## src/rtl/cla_pkg.sv

```systemverilog
// Shared constants and operation encoding for the pipelined carry-lookahead adder.
package cla_pkg;

  localparam int CLA_WIDTH = 16;
  localparam int CLA_GROUP = 4;

  typedef enum logic {
    CLA_ADD = 1'b0,
    CLA_SUB = 1'b1
  } cla_op_e;

endpackage

```

## src/rtl/cla_group.sv

```systemverilog
// One GROUP-bit carry-lookahead slice: bit sums, carry out, and group generate/propagate.
module cla_group #(
  parameter int GROUP = 4
) (
  input  logic [GROUP-1:0] a,
  input  logic [GROUP-1:0] b,
  input  logic             cin,
  output logic [GROUP-1:0] sum,
  output logic             cout,
  output logic             g,
  output logic             p
);

  logic [GROUP-1:0] gen;
  logic [GROUP-1:0] prop;
  logic [GROUP-1:0] pre_g;
  logic [GROUP-1:0] pre_p;
  logic [GROUP:0]   carry;

  // pre_g/pre_p are prefix generate/propagate over bits [i:0], so every
  // carry is a two-level function of cin rather than a ripple chain.
  always_comb begin
    gen      = a & b;
    prop     = a ^ b;
    pre_g    = '0;
    pre_p    = '0;
    carry    = '0;
    pre_g[0] = gen[0];
    pre_p[0] = prop[0];
    for (int i = 1; i < GROUP; i++) begin
      pre_g[i] = gen[i] | (prop[i] & pre_g[i-1]);
      pre_p[i] = prop[i] & pre_p[i-1];
    end
    carry[0] = cin;
    for (int i = 0; i < GROUP; i++) begin
      carry[i+1] = pre_g[i] | (pre_p[i] & cin);
    end
    sum = prop ^ carry[GROUP-1:0];
  end

  assign cout = carry[GROUP];
  assign g    = pre_g[GROUP-1];
  assign p    = pre_p[GROUP-1];

endmodule

```

## src/rtl/pipelined_cla_adder.sv

```systemverilog
// Add/subtract pipeline, one lookahead group resolved per stage, valid/ready at both ends.
// Define CLA_OVF_EN to add the signed-overflow output ovf.
module pipelined_cla_adder
  import cla_pkg::*;
#(
  parameter int WIDTH = CLA_WIDTH,
  parameter int GROUP = CLA_GROUP
) (
  input  logic             clk,
  input  logic             rst,
  input  logic             in_valid,
  output logic             in_ready,
  input  logic [WIDTH-1:0] a,
  input  logic [WIDTH-1:0] b,
  input  logic             cin,
  input  logic             sub,
  output logic             out_valid,
  input  logic             out_ready,
  output logic [WIDTH:0]   sum,
  output logic             cout
`ifdef CLA_OVF_EN
  ,
  output logic             ovf
`endif
);

  localparam int GS = (GROUP < 1) ? 1 : GROUP;
  localparam int NG = (WIDTH / GS < 1) ? 1 : WIDTH / GS;

  if (GROUP < 1 || WIDTH < 1 || (WIDTH % GS) != 0) begin : g_bad_cfg
    $error("pipelined_cla_adder: WIDTH must be a positive multiple of GROUP >= 1");
  end

  // valid/ready: a transfer happens on a rising edge where valid and ready are
  // both high; in_ready sees out_ready only through the stage advance chain.
  cla_op_e          op;
  logic [WIDTH-1:0] b_eff;
  logic             c_eff;

  assign op    = cla_op_e'(sub);
  assign b_eff = (op == CLA_SUB) ? ~b : b;
  assign c_eff = (op == CLA_SUB) ? ~cin : cin;

  logic [NG-1:0]    vld_q;
  logic [NG-1:0]    c_q;
  logic [WIDTH-1:0] a_q  [NG];
  logic [WIDTH-1:0] b_q  [NG];
  logic [WIDTH-1:0] s_q  [NG];
  logic [WIDTH-1:0] a_in [NG];
  logic [WIDTH-1:0] b_in [NG];
  logic [WIDTH-1:0] s_in [NG];
  logic [WIDTH-1:0] s_nx [NG];
  logic [GS-1:0]    grp_sum [NG];
  logic [NG-1:0]    c_in;
  logic [NG-1:0]    v_in;
  logic [NG-1:0]    c_nx;
  logic [NG-1:0]    g_grp;
  logic [NG-1:0]    p_grp;
  logic [NG-1:0]    adv;
  logic [NG-1:0]    load;

  always_comb begin
    a_in[0] = a;
    b_in[0] = b_eff;
    s_in[0] = '0;
    c_in    = '0;
    v_in    = '0;
    c_in[0] = c_eff;
    v_in[0] = in_valid;
    for (int k = 1; k < NG; k++) begin
      a_in[k] = a_q[k-1];
      b_in[k] = b_q[k-1];
      s_in[k] = s_q[k-1];
      c_in[k] = c_q[k-1];
      v_in[k] = vld_q[k-1];
    end
  end

  // A stage advances when it holds data and the next stage will have room.
  always_comb begin
    adv       = '0;
    adv[NG-1] = vld_q[NG-1] & out_ready;
    for (int k = NG - 2; k >= 0; k--) begin
      adv[k] = vld_q[k] & (~vld_q[k+1] | adv[k+1]);
    end
    load = ~vld_q | adv;
  end

  for (genvar k = 0; k < NG; k++) begin : g_stage
    cla_group #(.GROUP(GS)) u_group (
      .a    (a_in[k][k*GS +: GS]),
      .b    (b_in[k][k*GS +: GS]),
      .cin  (c_in[k]),
      .sum  (grp_sum[k]),
      .cout (c_nx[k]),
      .g    (g_grp[k]),
      .p    (p_grp[k])
    );
  end

  always_comb begin
    for (int k = 0; k < NG; k++) begin
      s_nx[k]              = s_in[k];
      s_nx[k][k*GS +: GS]  = grp_sum[k];
    end
  end

  always_ff @(posedge clk or posedge rst) begin
    if (rst) begin
      vld_q <= '0;
      c_q   <= '0;
      for (int k = 0; k < NG; k++) begin
        a_q[k] <= '0;
        b_q[k] <= '0;
        s_q[k] <= '0;
      end
    end else begin
      for (int k = 0; k < NG; k++) begin
        if (load[k]) begin
          vld_q[k] <= v_in[k];
          if (v_in[k]) begin
            a_q[k] <= a_in[k];
            b_q[k] <= b_in[k];
            s_q[k] <= s_nx[k];
            c_q[k] <= c_nx[k];
          end
        end
      end
    end
  end

  assign in_ready  = load[0];
  assign out_valid = vld_q[NG-1];
  assign sum       = {c_q[NG-1], s_q[NG-1]};
  assign cout      = c_q[NG-1];

`ifdef CLA_OVF_EN
  // Operand sign bits ride down the pipe, so overflow is formed at the output.
  assign ovf = (a_q[NG-1][WIDTH-1] == b_q[NG-1][WIDTH-1]) &
               (s_q[NG-1][WIDTH-1] != a_q[NG-1][WIDTH-1]);
`endif

  logic unused_bits;
  assign unused_bits = ^{g_grp, p_grp, a_q[NG-1], b_q[NG-1]};

endmodule

```

## config.mk

```make
export PLATFORM = sky130hd
export DESIGN_NAME = pipelined_cla_adder
export DESIGN_NICKNAME = d
export VERILOG_FILES = /design/src/rtl/cla_pkg.sv /design/src/rtl/cla_group.sv /design/src/rtl/pipelined_cla_adder.sv
export SDC_FILE = /design/constraint.sdc
export NUM_CORES = 1
export LEC_CHECK = 0
export ABC_AREA = 1
export CAP_MARGIN = 10
export CORE_AREA = 2 2 108 110
export CTS_CLUSTER_SIZE = 12
export DETAILED_ROUTE_END_ITERATION = 10
export DIE_AREA = 0 0 110 112
export PLACE_DENSITY = 0.64
export SYNTH_ARGS = -nofsm -noshare
export SYNTH_HDL_FRONTEND = slang
export SYNTH_SLANG_ARGS = --single-unit
```

## constraint.sdc

```tcl
create_clock -name clk -period 9.89 [get_ports clk]
set_input_delay 1.978 -clock clk [delete_from_list [all_inputs] [get_ports clk]]
set_output_delay 1.978 -clock clk [all_outputs]
set_load 0.01 [all_outputs]
```

Word-level counts from Yosys, hierarchy flattened
Cells that the tools add are included.
{"block": "totals", "reg_bits": 144, "in_bits": 38, "out_inout_bits": 20, "wordCells": 118}
{"block": "op_classes", "mux": 2, "bitwise_logic": 94, "reduce_logical": 4}
{"cell": "$and A1 B1 Y1", "n": 44}
{"cell": "$xor A4 B4 Y4", "n": 8}
{"cell": "$or A1 B1 Y1", "n": 31}
{"cell": "$and A4 B4 Y4", "n": 4}
{"cell": "$mux W16", "n": 1}
{"cell": "$not A16 Y16", "n": 1}
{"cell": "$reduce_and A2 Y1", "n": 4}
{"cell": "$not A1 Y1", "n": 4}
{"cell": "$not A4 Y4", "n": 1}
{"cell": "$or A4 B4 Y4", "n": 1}
{"cell": "$mux W1", "n": 1}

Longest topological paths before layout
{"block": "depth", "depth_word": 10, "mapped_depth": 12, "depth_no_buf": 10}

Cells and area by module
A second synthesis with hierarchy kept.
{"block": "hier_totals", "cells_unflattened": 572, "hier_area_um2": 4755.8}
{"module": "pipelined_cla_adder", "n_inst": 1, "cells_each": 432, "area_each_um2": 3945.0, "seq_area_each_um2": 2402.3}
{"module": "cla_group at g_stage[0].u_group ...", "n_inst": 2, "cells_each": 35, "area_each_um2": 198.9, "seq_area_each_um2": 0.0}
{"module": "cla_group at g_stage[1].u_group", "n_inst": 1, "cells_each": 35, "area_each_um2": 209.0, "seq_area_each_um2": 0.0}
{"module": "cla_group at g_stage[3].u_group", "n_inst": 1, "cells_each": 35, "area_each_um2": 203.9, "seq_area_each_um2": 0.0}

Least setup slack after synthesis
Ideal clock, no wire load.
{"block": "synth_timing", "path_type": "input-to-output", "from": "input port out_ready", "to": "output port in_ready", "t_arrival_ps": 2378, "required_ps": 7912, "slack_ps": 5534, "path_stages": 4, "n_path_buf": 0, "path_cell_list": "inv_1 > nand4_2 > nor2_2 > inv_1"}
{"block": "synth_between", "elab_chain_len": 8}
{"item": "from (decl)", "line": "pipelined_cla_adder.sv:18", "text": "input logic out_ready,"}
{"item": "$and A1 B1 Y1", "line": "pipelined_cla_adder.sv:82", "text": "adv[NG-1] = vld_q[NG-1] & out_ready;"}
{"item": "$or A1 B1 Y1", "line": "pipelined_cla_adder.sv:84", "text": "adv[k] = vld_q[k] & (~vld_q[k+1] | adv[k+1]);"}
{"item": "$and A1 B1 Y1", "line": "pipelined_cla_adder.sv:84"}
{"item": "$or A1 B1 Y1", "line": "pipelined_cla_adder.sv:84"}
{"item": "$and A1 B1 Y1", "line": "pipelined_cla_adder.sv:84"}
{"item": "$or A1 B1 Y1", "line": "pipelined_cla_adder.sv:84"}
{"item": "$and A1 B1 Y1", "line": "pipelined_cla_adder.sv:84"}
{"item": "$or A4 B4 Y4", "line": "pipelined_cla_adder.sv:86", "text": "load = ~vld_q | adv;"}
{"item": "to (decl)", "line": "pipelined_cla_adder.sv:12", "text": "output logic in_ready,"}
No other way between the ends.

Final worst setup path
Ends and elaborated chain as after synthesis.

==> reports/qor.yml <==
global_routing:
  grt.total_usage_pct: 14.0
  overflow: 0
  antenna_found_initial: 0
  grt_pass1_vias: 3046
  grt_pass1_wl_um: 13800
  grt_max_degree: 76
placement:
  dpl_cell_area_um2: 5010
  routabilityCongestion: 0.776
  portBuffers: 57
  dp_hpwl_um: 5590
  placed_cells: 674
die:
  die_area_um2: 12300
  fp-row-count: 39
  io_pins: 58
  fp.dieW_um: 110
  start_util_pct: 39.0
  die_h_um: 112
  core_area_um2: 11200
flow_run:
  max_cap_violations: 0
drt:
  firstDrtPassIters: 4
  drt-initial-drc-count: 127
  wl_per_cell_um: 11.3
  vias: 3068
  drc_errors: 0
  antenna_violating_nets_post_route: 0
  routed_wirelength_um: 7790
  vias_per_cell: 4.45
finish:
  fillers: 1091
  layout-drive-gt1-share_pct: 4.76
  fin_util_pct: 47.6
  nets: 600
  final_cells: 689
  area_growth_pct: 21.9
  n_antenna_cell: 0
  fin_area_um2: 5310
clocking:
  clock-sinks: 96
  htreeDepth: 3
  ctsHoldBuffers: 0
  cts_tree: "done"
  cts_buffers: 9
  cts-resized-gates: 0
  clk_pin_slew_ns: 0.06
  postCtsSetupRepairBufs: 0
  clock_latency_ns: 0.33
  root_buffer: "clkbuf_16"
  cts_max_path_buffers: 2
sta:
  final-hold-violation-count: 0
  finalSetupTns_ns: 0
  rsz0062_at_grt: "no"
  fin_skew_ns: 0.00366
  worstMarginPinSlew_ns: 0.887
  timing.fmax_mhz: 191
  slew_viol_final: 0
  slew_headroom_pct: 40.8
  period_minus_slack_ns: 5.24
  setup_violations: 0
  post-route-period-util_pct: 53.0
setup_path:
  crit_chain: "clkdlybuf4s50_1 > inv_1 > nand4_2 > nor2_2 > inv_1 > clkdlybuf4s50_1"
  critPathKind: "in -> out"
  critPathLaunchType: "primary input"
  cp-end-kind: "output pin"
  cp.required_ns: 7.91
  crit_path_top_delay_cell: "clkdlybuf4s50_1"
  worstPathMaxFanout: 3
  critPathMaxStageDelay_ns: 0.47
  worstPathArrival_ns: 3.26
synthesis:
  syn_area_um2: 4360
  yosysWarnings: 0
  synth_cell_type_count: 23
  syn_avg_cell_area_um2: 8.90
  syn-instance-count: 490
  ys_ff_latch: 96
  synth_fp_nets: 548
  seq_area_frac_synth_pct: 55.1
run_status:
  status: "finished, final reports clean"
pwr:
  power.density_nw_per_um2: 248
  power_leakage_nw: 2.68
  ir_drop_mv: 0.119
  total_power_mw: 1.32
min_path:
  hp-class: "reg -> reg"
## kinds of logic (layout without fill, tap and decap cells)
group                      count (synthesis)  count (layout)  synth area share [%]
and+or+nand+nor                          228             228                  20.8
DFF                                       96              96                  55.1
buffers and inverters                     68             124                  7.00
AOI/OAI and AO/OA                         58              58                  6.66
adders and majority gates                 20              20                  6.43
xor gates and xnor gates                  20              20                  4.02
## layout by cell type, fill, tap and decap left out
cell type / instances
a21oi_1: 6
buf_4: 3
bufinv_16: 2
clkbuf_1: 2
clkbuf_16: 9
clkdlybuf4s50_1: 57
clkinv_2: 3
dfrtp_1: 96
fa_1: 4
ha_1: 16
inv_1: 46
inv_2: 2
nand2_1: 193
nand2_2: 1
nand3_1: 16
nand3b_1: 1
nand4_1: 1
nand4_2: 1
nor2_1: 10
nor2_2: 2
o21ai_0: 48
o21ai_1: 4
or2_2: 3
xnor2_1: 3
xor2_1: 17
## registers in the layout, summed over array words and instances (netlist names)
name	flops
c_q	4
b_in	24
s_in	24
a_in	24
sum	16
vld_q	4
## final timing paths
check	startpoint	endpoint	slack [ns]	cells past startpoint
setup / recovery	out_ready	in_ready	4.65	6
hold / removal	s_in[4]	sum[4]	0.47	2
setup reg to reg	vld_q[3]	s_in[3]	7.99	5
hold reg to reg	s_in[4]	sum[4]	0.47	2
max in group asynchronous	rst	a_in[25]	6.77	3
min in group asynchronous	rst	sum[0]	1.93	2
## report_power, final
part	leakage (nW)	internal (mW)	switching (mW)
registers	1.19	0.513	0.0682
logic	1.34	0.176	0.205
clock network	0.149	0.219	0.135
total	2.68	0.908	0.408
## layer usage
metal	wire, um	track usage (%)	vias up
li1	-	-	1619
met1	3880	19.6	1379
met2	3470	21.8	59
met3	322	2.69	11
met4	119	4.89	0
met5	0	0	-
## metrics by stage
stage                     hold slack, ns  worst slack, ns
after floorplan                    0.442             5.41
after CTS                          0.479             4.64
after detailed placement           0.463             4.64
final                              0.471             4.65
after global placement             0.460             4.63
after global routing               0.496             4.57
## cell type report
cell class | instances | area, um2 | area share, %
tap | 143 | 179 | 3.37
sequential | 96 | 2400 | 45.2
multi-input combinational | 326 | 1650 | 31.1
timing repair buffer | 60 | 593 | 11.2
clock buffer | 11 | 233 | 4.38
inverter | 49 | 185 | 3.48
clock inverter | 4 | 70.1 | 1.32
## cells in the mapped netlist
library cell | n | area [um2]
dfrtp_1 | 96 | 2400
nor2_2 | 2 | 12.5
o21ai_1 | 4 | 20.0
nand3_1 | 16 | 80.1
ha_1 | 16 | 200
nand4_2 | 1 | 12.5
nor2_1 | 10 | 37.5
inv_2 | 2 | 7.51
buf_2 | 12 | 60.1
buf_6 | 3 | 33.8
fa_1 | 4 | 80.1
clkbuf_2 | 1 | 5.00
nand2_2 | 1 | 6.26
nand2_1 | 193 | 724
nand4_1 | 1 | 6.26
xor2_1 | 17 | 149
or2_2 | 3 | 18.8
o21ai_0 | 48 | 240
nand3b_1 | 1 | 7.51
xnor2_1 | 3 | 26.3
buf_4 | 3 | 22.5
inv_1 | 47 | 176
a21oi_1 | 6 | 30.0
## worst max-delay path, delay by kind of cell
| kind | cells | cell delay (ns) |
|---|---|---|
| simple gates | 2 | 0.26 |
| buf+inv | 4 | 1.02 |
Note: power is estimated with default switching activity, not from simulation.
